## config.mk

```make
export PLATFORM = sky130hd
export DESIGN_NAME = fetch_queue_flat
export DESIGN_NICKNAME = d
export VERILOG_FILES = /design/src/rtl/mips_pkg.sv /design/src/rtl/fetch_queue_if.sv /design/src/rtl/fetch_queue_fifo.sv /design/src/rtl/fetch_queue.sv /design/src/flat_wrapper.sv
export SDC_FILE = /design/constraint.sdc
export NUM_CORES = 1
export LEC_CHECK = 0
export CAP_MARGIN = 5
export CORE_MARGIN = 5
export CORE_UTILIZATION = 55
export DETAILED_ROUTE_END_ITERATION = 10
export GPL_ROUTABILITY_DRIVEN = 0
export HOLD_SLACK_MARGIN = 0.02
export PLACE_DENSITY = 0.78
export SYNTH_ARGS = -nofsm -noshare
export SYNTH_HDL_FRONTEND = slang
export SYNTH_SLANG_ARGS = --single-unit
```

## constraint.sdc

```tcl
create_clock -name clk -period 3.7 [get_ports clk]
set_input_delay 0.74 -clock clk [delete_from_list [all_inputs] [get_ports clk]]
set_output_delay 0.74 -clock clk [all_outputs]
set_load 0.02 [all_outputs]
```

## src/rtl/mips_pkg.sv

```systemverilog
// Shared constants and helpers for the MIPS front end.
package mips_pkg;
   localparam int unsigned WORD_W   = 32;
   localparam logic [31:0] NOP      = 32'h0000_0000;
   localparam logic [31:0] RESET_PC = 32'h0000_0000;

   function automatic int unsigned clog2(input int unsigned v);
      int unsigned r;
      r = 0;
      while ((64'd1 << r) < 64'(v)) r++;
      return r;
   endfunction
endpackage

```

## src/rtl/fetch_queue_if.sv

```systemverilog
// Fetch-unit bus: imem read port, decode handshake, redirect and occupancy.
interface fetch_queue_if #(
   parameter int unsigned IMEM_AW = 6,
   parameter int unsigned CNT_W   = 3
);
   logic [IMEM_AW-1:0] imem_addr;
   logic [31:0]        imem_instr;
   logic               out_valid;
   logic               out_ready;
   logic [31:0]        out_instr;
   logic [31:0]        out_pc;
   logic               redirect_valid;
   logic [31:0]        redirect_pc;
   logic [CNT_W-1:0]   count;

   modport master (
      output imem_addr, out_valid, out_instr, out_pc, count,
      input  imem_instr, out_ready, redirect_valid, redirect_pc
   );

   modport slave (
      input  imem_addr, out_valid, out_instr, out_pc, count,
      output imem_instr, out_ready, redirect_valid, redirect_pc
   );
endinterface

```

## src/rtl/fetch_queue_fifo.sv

```systemverilog
// Prefetch storage: circular register array with flush; head data held once empty.
module fetch_fifo
   import mips_pkg::*;
#(
   parameter int unsigned DEPTH = 4,
   parameter int unsigned W     = 64,
   localparam int unsigned PW   = clog2(DEPTH),
   localparam int unsigned CW   = clog2(DEPTH + 1)
) (
   input  logic          clk,
   input  logic          rst_n,
   input  logic          push,
   input  logic          pop,
   input  logic          flush,
   input  logic [W-1:0]  wdata,
   output logic [W-1:0]  rdata,
   output logic          valid,
   output logic [CW-1:0] count
);
   logic [W-1:0]  mem [DEPTH];
   logic [PW-1:0] head, tail;
   logic [CW-1:0] cnt;
   logic [W-1:0]  hold;

   always_ff @(posedge clk) begin
      if (push && !flush) mem[tail] <= wdata;
   end

   always_ff @(posedge clk or negedge rst_n) begin
      if (!rst_n) begin
         head <= '0;
         tail <= '0;
         cnt  <= '0;
         hold <= '0;
      end else begin
         // hold tracks the visible head so an emptied queue keeps showing it
         if (cnt != '0) hold <= mem[head];
         if (flush) begin
            head <= '0;
            tail <= '0;
            cnt  <= '0;
         end else begin
            if (push) tail <= tail + PW'(1);
            if (pop)  head <= head + PW'(1);
            if (push && !pop)      cnt <= cnt + CW'(1);
            else if (pop && !push) cnt <= cnt - CW'(1);
         end
      end
   end

   always_comb begin
      valid = (cnt != '0);
      count = cnt;
      rdata = valid ? mem[head] : hold;
   end
endmodule

```

## src/rtl/fetch_queue.sv

```systemverilog
// Instruction fetch unit: owns fetch PC, drives imem, queues {instr,pc} for decode.
module fetch_queue
   import mips_pkg::*;
#(
   parameter int unsigned DEPTH    = 4,
   parameter int unsigned IMEM_AW  = 6,
   parameter logic [31:0] RESET_PC = mips_pkg::RESET_PC,
   localparam int unsigned CNT_W   = clog2(DEPTH + 1)
) (
   input  logic          clk,
   input  logic          reset,
   fetch_queue_if.master bus
);
   logic [31:0]       fetch_pc;
   logic              pop, push, fifo_valid;
   logic [63:0]       rdata;
   logic [CNT_W-1:0]  fifo_count;

   always_comb begin
      pop  = fifo_valid & bus.out_ready & ~bus.redirect_valid;
      push = ~bus.redirect_valid & ((fifo_count < CNT_W'(DEPTH)) | pop);
      bus.imem_addr = fetch_pc[IMEM_AW+1:2];
      bus.out_valid = fifo_valid;
      bus.out_instr = rdata[63:32];
      bus.out_pc    = rdata[31:0];
      bus.count     = fifo_count;
   end

   always_ff @(posedge clk or negedge reset) begin
      if (!reset)                  fetch_pc <= RESET_PC;
      else if (bus.redirect_valid) fetch_pc <= {bus.redirect_pc[31:2], 2'b00};
      else if (push)               fetch_pc <= fetch_pc + 32'd4;
   end

   fetch_fifo #(.DEPTH(DEPTH), .W(64)) u_fifo (
      .clk   (clk),
      .rst_n (reset),
      .push  (push),
      .pop   (pop),
      .flush (bus.redirect_valid),
      .wdata ({bus.imem_instr, fetch_pc}),
      .rdata (rdata),
      .valid (fifo_valid),
      .count (fifo_count)
   );
endmodule

```

## src/flat_wrapper.sv

```systemverilog
// flat-port wrapper written by rule: the top's interface ports become plain ports
module fetch_queue_flat import mips_pkg::*;
#(
   parameter int unsigned DEPTH    = 4,
   parameter int unsigned IMEM_AW  = 6,
   parameter logic [31:0] RESET_PC = mips_pkg::RESET_PC,
   localparam int unsigned CNT_W   = clog2(DEPTH + 1)
)
  (clk, reset, bus_imem_addr, bus_out_valid, bus_out_instr, bus_out_pc, bus_count, bus_imem_instr, bus_out_ready, bus_redirect_valid, bus_redirect_pc);
  fetch_queue_if #(.IMEM_AW(IMEM_AW), .CNT_W(3)) bus_i ();
  input  logic clk;
  input  logic reset;
  output wire logic [$bits(bus_i.imem_addr)-1:0] bus_imem_addr;
  output wire logic [$bits(bus_i.out_valid)-1:0] bus_out_valid;
  output wire logic [$bits(bus_i.out_instr)-1:0] bus_out_instr;
  output wire logic [$bits(bus_i.out_pc)-1:0] bus_out_pc;
  output wire logic [$bits(bus_i.count)-1:0] bus_count;
  input wire logic [$bits(bus_i.imem_instr)-1:0] bus_imem_instr;
  input wire logic [$bits(bus_i.out_ready)-1:0] bus_out_ready;
  input wire logic [$bits(bus_i.redirect_valid)-1:0] bus_redirect_valid;
  input wire logic [$bits(bus_i.redirect_pc)-1:0] bus_redirect_pc;
  assign bus_imem_addr = bus_i.imem_addr;
  assign bus_out_valid = bus_i.out_valid;
  assign bus_out_instr = bus_i.out_instr;
  assign bus_out_pc = bus_i.out_pc;
  assign bus_count = bus_i.count;
  assign bus_i.imem_instr = bus_imem_instr;
  assign bus_i.out_ready = bus_out_ready;
  assign bus_i.redirect_valid = bus_redirect_valid;
  assign bus_i.redirect_pc = bus_redirect_pc;
  fetch_queue #(.DEPTH(DEPTH), .IMEM_AW(IMEM_AW), .RESET_PC(RESET_PC)) u_core (.clk(clk), .reset(reset), .bus(bus_i));
endmodule
```

==> implementation parameters <==
Parameter                              Value

Floorplanning
  Area of the die    ~28000 um^2
  Effective utilization at floorplan    between 50% and 60%
  Chip height    between 150 and 200 um
  Die X-Extent    167 um
  Top-level port count    roughly 140
  Std-Cell Core Area    24200 um^2
  Number of cell rows    57

Cells and area
  Area grow syn2layout    22.5%
  Leading cell types in the layout, fill and taps excluded    sky130_fd_sc_hd__edfxtp_1, sky130_fd_sc_hd__nand2_1, sky130_fd_sc_hd__clkdlybuf4s50_1
  Filler Cells Inserted    between 1500 and 2000
  Leading cell type in the layout, fill and taps excluded    sky130_fd_sc_hd__edfxtp_1
  Net count, final    1061
  Proportion of layout cells with a drive suffix above 1    between 10% and 20%

CTS
  Number of buffers between clock root and the deepest sink    3
  Clk_lat worst skew    about 500 ps
  H-tree level count    2
  Worst-path clk slew    60 ps
  Inserted Clock Buffers    36
  Hold-fix buffer count after cts    0
  Number of buffers added for setup after CTS    0
  Root Buffer Master    sky130_fd_sc_hd__clkbuf_16
  PostCTS Resize Cnt    0
  Clock tree from TritonCTS    built
  Clock Sink Count    about 350

GRT
  Met1 Usage GRT    between 20% and 30%
  GR met2 Demand/Resource    roughly 33%
  Via count of the first global-routing pass    slightly below 8000
  Overall fraction of global-route tracks in use    approximately a fifth
  Gr ovfl total    0
  Global-route layer with the greatest usage    met2
  Maximum number of pins on one net before global-route repair    66
  Met3 track demand over resource in global routing    ~3.6%
  Number of antenna violations at the first check in global routing    1
  Global-route wire length before repair    approximately 44000 um

STA
  Setup-violating endpoint count in the final report    0
  Max Fclk    roughly 280 MHz
  Unrepaired setup endpoints after global routing    false
  Total count of max-transition violations in the final report    0
  Final Skew    approximately 20 ps
  Post-route fraction of the period consumed by the critical path    a little over nine tenths
  Slew at the pin closest to its max-slew limit    roughly 790 ps
  Tmin final    between 3000 and 4000 ps
  Worst slew margin    between 40 and 50%
  Fin. Hold Viols    0
  TNS Setup    0 ps
  Hold Worst Slack    254 ps

Worst setup path
  Critical Path Fanout Max    65
  Setup CP Type    reg -> out
  Critical path required time    between 2000 and 3000 ps
  Nature of the critical path endpoint    output port
  Cell chain of the critical path    nor3_2 > buf_4 > nand2_1 > nand2_1 > clkdlybuf4s50_1
  Cell occurring most often along the worst timing path    sky130_fd_sc_hd__nand2_1
  Category of the worst setup path launch point    register
  Cell with the largest stage delay on the worst path    sky130_fd_sc_hd__buf_4
  Length in cells of the worst reg-to-reg path    7
  Worst stage delay on the critical path    660 ps
  Arrival @ worst endpoint    between 2000 and 3000 ps

Synth
  Synthesized netlist net count    910
  Synth Warn #    0
  Share of synthesized area occupied by flip-flops and latches    roughly 74%
  Fraction of registers with async set or reset after synthesis    between 20 and 30%
  Number of synthesized flops with an enable pin    approximately 250
  Number of instances in the synthesized netlist    about 840
  Register bit total from synthesis    349
  Main synth FF type    sky130_fd_sc_hd__edfxtp_1
  Number of distinct library cell variants in the gate-level netlist after synthesis    44
  Post-synth design cell area    between 10000 and 15000 um^2
  Mapped Avg Cell Area    ~16 um^2

Power
  Combinational share of power    about a third
  Total power divided by cell area    just under 800 nW/um^2
  Total leakage power    approximately 6.1 nW
  Proportion of total power due to net switching    ~30%
  Clock network power share    between 20% and 30%
  Switch Pwr    around 4 mW
  Internal power    9.12 mW
  Share of total power in sequential cells    around two fifths
  IR drop worst, VDD    around 560 uV

Detailed routing
  Number of detailed-route iterations in the first pass    4
  Iter 0 DRT Violations    roughly 400
  Number of vias after detailed routing    7364
  DRC Markers    0
  Post-route antenna net violation count    0
  Final routed wire length divided by cell count    20.4 um
  Wire length reported by the detailed router    approximately 27000 um
  Vias per inst    about 5.5

Status
  Result of the run    completed

Placed design
  IO Port Bufs    roughly 140
  Placed wire-length estimate after detailed placement    16700 um

Min path
  Worst Hold Class    in -> async

Run
  Max-cap violation count    0
==> Yosys cell counts, types with 2 or more instances <==
cell / number / area, um^2
sky130_fd_sc_hd__a21oi_1: 6 / 30.0
sky130_fd_sc_hd__and2_1: 6 / 37.5
sky130_fd_sc_hd__and3_1: 4 / 25.0
sky130_fd_sc_hd__and4_1: 2 / 17.5
sky130_fd_sc_hd__buf_1: 2 / 7.51
sky130_fd_sc_hd__buf_2: 16 / 80.1
sky130_fd_sc_hd__buf_4: 6 / 45.0
sky130_fd_sc_hd__buf_6: 3 / 33.8
sky130_fd_sc_hd__clkbuf_1: 17 / 63.8
sky130_fd_sc_hd__dfrtp_1: 101 / 2530
sky130_fd_sc_hd__edfxtp_1: 248 / 7450
sky130_fd_sc_hd__ha_1: 5 / 62.6
sky130_fd_sc_hd__inv_1: 5 / 18.8
sky130_fd_sc_hd__mux4_2: 62 / 1400
sky130_fd_sc_hd__nand2_1: 227 / 852
sky130_fd_sc_hd__nand3_1: 11 / 55.1
sky130_fd_sc_hd__nand4_1: 17 / 106
sky130_fd_sc_hd__nor2_1: 13 / 48.8
sky130_fd_sc_hd__nor3_1: 3 / 15.0
sky130_fd_sc_hd__o21ai_0: 6 / 30.0
sky130_fd_sc_hd__o21ai_1: 23 / 115
sky130_fd_sc_hd__xnor2_1: 5 / 43.8
sky130_fd_sc_hd__xor2_1: 27 / 236
==> final timing paths <==
path | start | to | slack (ps)
worst min-delay path | reset | u_core.u_fifo.hold[53] | 250
worst max-delay path | u_core.u_fifo.count[1] | bus_out_pc[30] | 180
max in group asynchronous | reset | u_core.u_fifo.hold[13] | 2690
worst min register to register | u_core.u_fifo.hold[10] | u_core.u_fifo.hold[10] | 460
worst max register to register | u_core.u_fifo.count[1] | u_core.u_fifo.count[1] | 1150
min in group clk | u_core.u_fifo.hold[10] | u_core.u_fifo.hold[10] | 460
==> worst max-delay path, delay by kind of cell (launching register included) <==
family / cells / cell delay [ps]
AND/OR/NAND/NOR: 3 / 500
buffers and inverters: 2 / 1320
flip-flops: 1 / 420
==> logic make-up (layout without fill, tap and decap cells) <==
kind of cell             count (synthesis)  in the layout  synth area share [%]
AND/OR/NAND/NOR                        292            292                  9.24
flip-flops                             349            349                  73.8
buffers and inverters                   52            227                  1.97
XOR/XNOR                                32             32                  2.07
other                                    0              1                     0
multiplexers                            64             64                  10.5
adder cells (fa/ha/maj)                  6              6                 0.611
AO/OA/AOI/OAI                           41             41                  1.87
==> power by group through the flow <==
stage,Combinational (mW),Sequential [mW],Clock [mW]
after floorplan,2.44,5.27,0
after global placement,4.14,5.34,0
after detailed placement,4.19,5.38,0
after CTS,4.23,5.31,3.73
after global routing,4.50,5.38,3.90
final,4.14,5.31,3.66
==> final cells by class <==
type                    count  area [um^2]  share of cell area (%)
clock inverters            14          216                    1.31
clock buffers              48          987                    5.96
repair buffers            159         1660                    10.0
diodes                      1         2.50                  0.0151
inverters                   6         22.5                   0.136
flip-flops and latches    349         9980                    60.2
well taps                 324          405                    2.45
multi-input cells         435         3300                    19.9
==> per-layer routing <==
metal / routed length, um / part of all wire [%]
met1: 11300 / 41
met2: 13700 / 50
met3: 1770 / 6.5
met4: 522 / 1.9
met5: 0 / 0
==> registers in the layout, summed over array words and instances, names as in the netlist <==
signal / cells
u_core.u_fifo.head: 2
u_core.u_fifo.count: 3
u_core.u_fifo.tail: 2
u_core.u_fifo.hold: 64
u_core.u_fifo.mem: 248
u_core.fetch_pc: 30
==> metrics by stage <==
step                worst slack (ps)  util [%]  power, mW  area, um^2  cells
global placement                 726      63.4       9.47       15400   1273
finish                           182      68.3       13.1       16600   1336
detailed placement               681      63.4       9.57       15400   1273
global route                    14.7      68.3       13.8       16600   1336
CTS                              151      68.3       13.3       16600   1335
floorplan                        275         -       7.71       13500    836
(Power assumes the default switching activity.)
==> RTL edit 1, RTL diff (same settings) <==
Make the reset (`reset` and `rst_n`) synchronous in 2 clocked blocks.
--- a/src/rtl/fetch_queue_fifo.sv
+++ b/src/rtl/fetch_queue_fifo.sv
@@ -26,7 +26,7 @@
       if (push && !flush) mem[tail] <= wdata;
    end
 
-   always_ff @(posedge clk or negedge rst_n) begin
+   always_ff @(posedge clk) begin
       if (!rst_n) begin
          head <= '0;
          tail <= '0;
--- a/src/rtl/fetch_queue.sv
+++ b/src/rtl/fetch_queue.sv
@@ -26,7 +26,7 @@
       bus.count     = fifo_count;
    end
 
-   always_ff @(posedge clk or negedge reset) begin
+   always_ff @(posedge clk) begin
       if (!reset)                  fetch_pc <= RESET_PC;
       else if (bus.redirect_valid) fetch_pc <= {bus.redirect_pc[31:2], 2'b00};
       else if (push)               fetch_pc <= fetch_pc + 32'd4;
Function: differs if reset is asserted again (counterexample within 4 cycles, from zero or initial values and one cycle with reset low); with reset held inactive, the same outputs for 4 cycles.
==> RTL edit 1 against the original RTL <==
Fmax increased by 1.9%; final cell count rose by 7.9%; first-iteration DRC count up 42%; wire length grew 4.4%; synthesized area is 1.5% higher; count of clock-buffer cells in the layout grew 7; worst setup slack better by 0.065 ns; sequential cell count is 2 higher; clock skew is 0.0058 ns lower; final area increased by 1.3%; critical path depth unchanged.
Power is not compared: it rests on default switching activity, and its combinational part moved more than twofold at a synthesized area within 25%.
==> RTL edit 1: results (changes against the original RTL) <==
* Status: completed
* Commonest cells in the netlist: 248 x edfxtp_1, 202 x nand2_1, 103 x dfxtp_1
* Iter 0 DRT Violations at 556 (+42%)
* Synth area leaders: edfxtp_1 54%, dfxtp_1 15%, mux4_2 10%
* Worst slew margin at 46.0% (-1.2 points)
* Clock Root Buffer: clkbuf_16
* GR Layer Usage met3 at 3.40% (-0.18 points)
* Final #Nets at 1163 (+9.6%)
* Reg2reg path depth at 10 (+3)
* Max layer used: met4
* Hold slack at 0.479 ns (+0.225 ns)
* Fin cells at 1442 (+7.9%)
* Dpl ws at 0.738 ns (+0.0572 ns)
* Share of cells above drive strength 1 at 14.8% (-0.26 points)
* Critical Path Start: u_core.u_fifo.count[0]$_SDFFE_PP0P_
* Worst hold path type: flop to flop
* Clk pwr share at about two fifths
* Sequential power at between 0.004 and 0.005 W
* Seq/Total Area, Yosys at 69.3% (-4.5 points)
* GRT Total Usage at 20.2% (+0.37 points)
* Tcrit/Tclk final at 93.3% (-1.8 points)
* Vias in the first global route at 8316 (+6.6%)
* Vias per Instance at 5.60 (+1.5%)
* GR Util met2 at 34.5% (+1.2 points)
* Crit path max fanout at 52 (-20%)
* Syn avg cell area at 14.6 um2 (-9.8%)
* Clock Skew at 0.0144 ns (-0.00576 ns)
* First-pass GRT wire length at 45.3 mm (+3.9%)
* Met1 WL at 11.8 mm (+4.8%)
* Worst EP arrival at 2.71 ns (-0.07 ns)
* Worst R2R Setup Slack at 1.25 ns (+0.10 ns)
* Ys flop type: edfxtp_1
* DRT Pass-1 Iters at 5 (+1)
* Detailed placement HPWL at 17.4 mm (+4.6%)
* Routed wire length at 28.5 mm (+4.4%)
* Post-synth ARST share at 0% (-29 points)
* Detail Route met3 WL at 1.34 mm (-24%)
* CTS Buf Count at 37 (+2.8%)
* Reg2reg end: u_core.u_fifo.count[2]$_SDFFE_PP0P_
* Yosys cell types at 52 (+18%)
* End point of the critical path: bus_out_pc[2]
* Routed wl met2 at 14.5 mm (+6.3%)
* Post-DP Area at 15600 um2 (+1.3%)
* Initial antenna violation count at 0 (-1)
* Met1 global-route usage at 26.9% (-0.72 points)
RTL edit 1: critical path, stage by stage (launching register included):
cell	delay [ns]
dfxtp_1	0.37
nor3_2	0.31
buf_4	0.62
nand2_1	0.13
nand2_1	0.14
clkdlybuf4s50_1	0.62
RTL edit 1: layout make-up:
type / instances / area (um2)
Sequential cell: 351 / 9510
Fill cell: 1637 / 7680
Multi-Input combinational cell: 520 / 3880
Timing Repair Buffer: 167 / 1720
Clock buffer: 55 / 1110
Tap cell: 324 / 405
Clock inverter: 13 / 105
Inverter: 11 / 41.3
Antenna cell: 1 / 2.50
RTL edit 1: logic make-up after synthesis:
| kind of cell | share of synthesized area (%) |
|---|---|
| xor gates and xnor gates | 0.638 |
| and+or+nand+nor | 12.4 |
| AOI/OAI and AO/OA | 4.17 |
| muxes | 10.2 |
| buffers and inverters | 2.53 |
| adders and majority gates | 0.693 |
| DFF | 69.3 |
==> RTL edit 2, RTL diff (same flow settings) <==
Without the edit above. `IMEM_AW` is set to 6 in 3 places; all go to 7.
--- a/src/rtl/fetch_queue_if.sv
+++ b/src/rtl/fetch_queue_if.sv
@@ -1,6 +1,6 @@
 // Fetch-unit bus: imem read port, decode handshake, redirect and occupancy.
 interface fetch_queue_if #(
-   parameter int unsigned IMEM_AW = 6,
+   parameter int unsigned IMEM_AW = 7,
    parameter int unsigned CNT_W   = 3
 );
    logic [IMEM_AW-1:0] imem_addr;
--- a/src/rtl/fetch_queue.sv
+++ b/src/rtl/fetch_queue.sv
@@ -3,7 +3,7 @@
    import mips_pkg::*;
 #(
    parameter int unsigned DEPTH    = 4,
-   parameter int unsigned IMEM_AW  = 6,
+   parameter int unsigned IMEM_AW  = 7,
    parameter logic [31:0] RESET_PC = mips_pkg::RESET_PC,
    localparam int unsigned CNT_W   = clog2(DEPTH + 1)
 ) (
--- a/src/flat_wrapper.sv
+++ b/src/flat_wrapper.sv
@@ -2,7 +2,7 @@
 module fetch_queue_flat import mips_pkg::*;
 #(
    parameter int unsigned DEPTH    = 4,
-   parameter int unsigned IMEM_AW  = 6,
+   parameter int unsigned IMEM_AW  = 7,
    parameter logic [31:0] RESET_PC = mips_pkg::RESET_PC,
    localparam int unsigned CNT_W   = clog2(DEPTH + 1)
 )
Ports: changed (resized bus_imem_addr); port bits go from 142 to 143. The function was not compared with the original's and may differ.
==> RTL edit 2 against the original RTL <==
Final area hardly changed; synthesized area hardly changed; fmax is 0.95% lower; sequential cell count stayed put; largest cell class unchanged; total power is 0.50% lower; wire length is 2.9% higher; highest routed layer is now met5; global-route usage is 0.34 points higher; largest power group unchanged; count of clock-buffer cells in the layout is 2 higher; worst hold slack worse by 0.017 ns; worst setup slack worse by 0.034 ns; via count is 1.9% higher; final cell count is 0.45% higher; first-iteration DRC count is 47% higher.
==> RTL edit 2: results (changes against the original RTL) <==
* Status: completed
* Share of cells above drive strength 1 at 15.7% (+0.68 points)
* Detailed placement HPWL at 17.3 mm (+3.9%)
* Post-route design area at 16600 um2 (about the same)
* Clk tree area frac at 7.11% (-0.15 points)
* Multi-input combinational area share at 19.9% (about the same)
* Iter 0 DRT Violations at 575 (+47%)
* Compound-Gate Fraction of Synth Area at 1.87% (about the same)
* Ant. Diodes at 0 (-1)
* Non-clk buf share at 10.2% (+0.21 points)
* Worst hold path type: input pin to asynchronous set/reset pin
* Vias in the first global route at 7877 (+0.95%)
* Final #Nets at 1066 (+0.47%)
* Post-DP Area at 15400 um2 (about the same)
* Routed vias at 7506 (+1.9%)
* Worst-Margin Slew at 0.776 ns (-0.0162 ns)
* Syn_nets at 911 (+0.11%)
* I/O Buffers at 140 (+0.72%)
* Fin crit period at 3.55 ns (+0.0338 ns)
* Overall power at 0.0130 W (-0.50%)
* Critical Path Max Stage Delay at 0.68 ns (+0.02 ns)
* Fillers at 1611 (-0.25%)
* First-pass GRT wire length at 44.3 mm (+1.7%)
* GR Util met2 at 33.6% (+0.25 points)
* Routed wl met2 at 13.9 mm (+1.6%)
* Buffers excl. clock at 164 (+3.1%)
* Area growth from synthesis to layout at 22.5% (about the same)
* Leak Pwr at 6.09 nW (about the same)
* GRT Total Usage at 20.2% (+0.34 points)
* Fin cells at 1342 (+0.45%)
* Synth area leaders: edfxtp_1 55%, dfrtp_1 19%, mux4_2 10%
* Met1 global-route usage at 27.8% (+0.24 points)
* Placed Cells at 1277 (+0.31%)
* Seq/Total Area, Yosys at 73.7% (about the same)
* P_comb at 0.00419 W (+1%)
* Worst EP arrival at 2.81 ns (+0.03 ns)
* Met1 WL at 11.7 mm (+4.1%)
* Syn Inst Count at 837 (+0.12%)
* Register bit count reported by yosys at 349 (unchanged)
* Detail Route met3 WL at 1.83 mm (+3.7%)
* Clock Skew at 0.00635 ns (-0.0138 ns)
* Dpl ws at 0.649 ns (-0.0316 ns)
* GR Layer Usage met3 at 4.43% (+0.85 points)
* Max layer used: met5
* Clock buf count at 50 (+4.2%)
* Slowest CP cell: clkdlybuf4s50_1
* Post-synthesis mux area share at 10.5% (about the same)
* Seq area share at 60.2% (about the same)
* Switching pwr at 0.00405 W (+1.6%)
* Synth Area in Adders at 0.610% (about the same)
* Avg WL per Cell at 20.9 um (+2.4%)
* Post-Synth XOR/XNOR Area at 2.07% (about the same)
RTL edit 2: changes by cell type after synthesis:
cell and delta:
buf_4 +1
RTL edit 2: worst min path at each step:
| stage | start | endpoint | slack, ns |
|---|---|---|---|
| 3_3_place_gp | u_core.u_fifo.hold[6]$_DFF_PN0_ | u_core.u_fifo.hold[6]$_DFF_PN0_ | 0.45 |
| 2_1_floorplan | reset | u_core.fetch_pc[10]$_DFFE_PN0N_ | 0.44 |
| 6_report | reset | u_core.u_fifo.hold[45]$_DFF_PN0_ | 0.24 |
| 4_1_cts | reset | u_core.u_fifo.hold[45]$_DFF_PN0_ | 0.24 |
| 5_1_grt | reset | u_core.u_fifo.hold[45]$_DFF_PN0_ | 0.27 |
| 3_5_place_dp | u_core.u_fifo.hold[11]$_DFF_PN0_ | u_core.u_fifo.hold[11]$_DFF_PN0_ | 0.45 |
RTL edit 2: repair_timing:
action                     in CTS  in global routing
hold buffers                    0                  0
buffers inserted                0                  1
setup endpoints to repair       0                  2
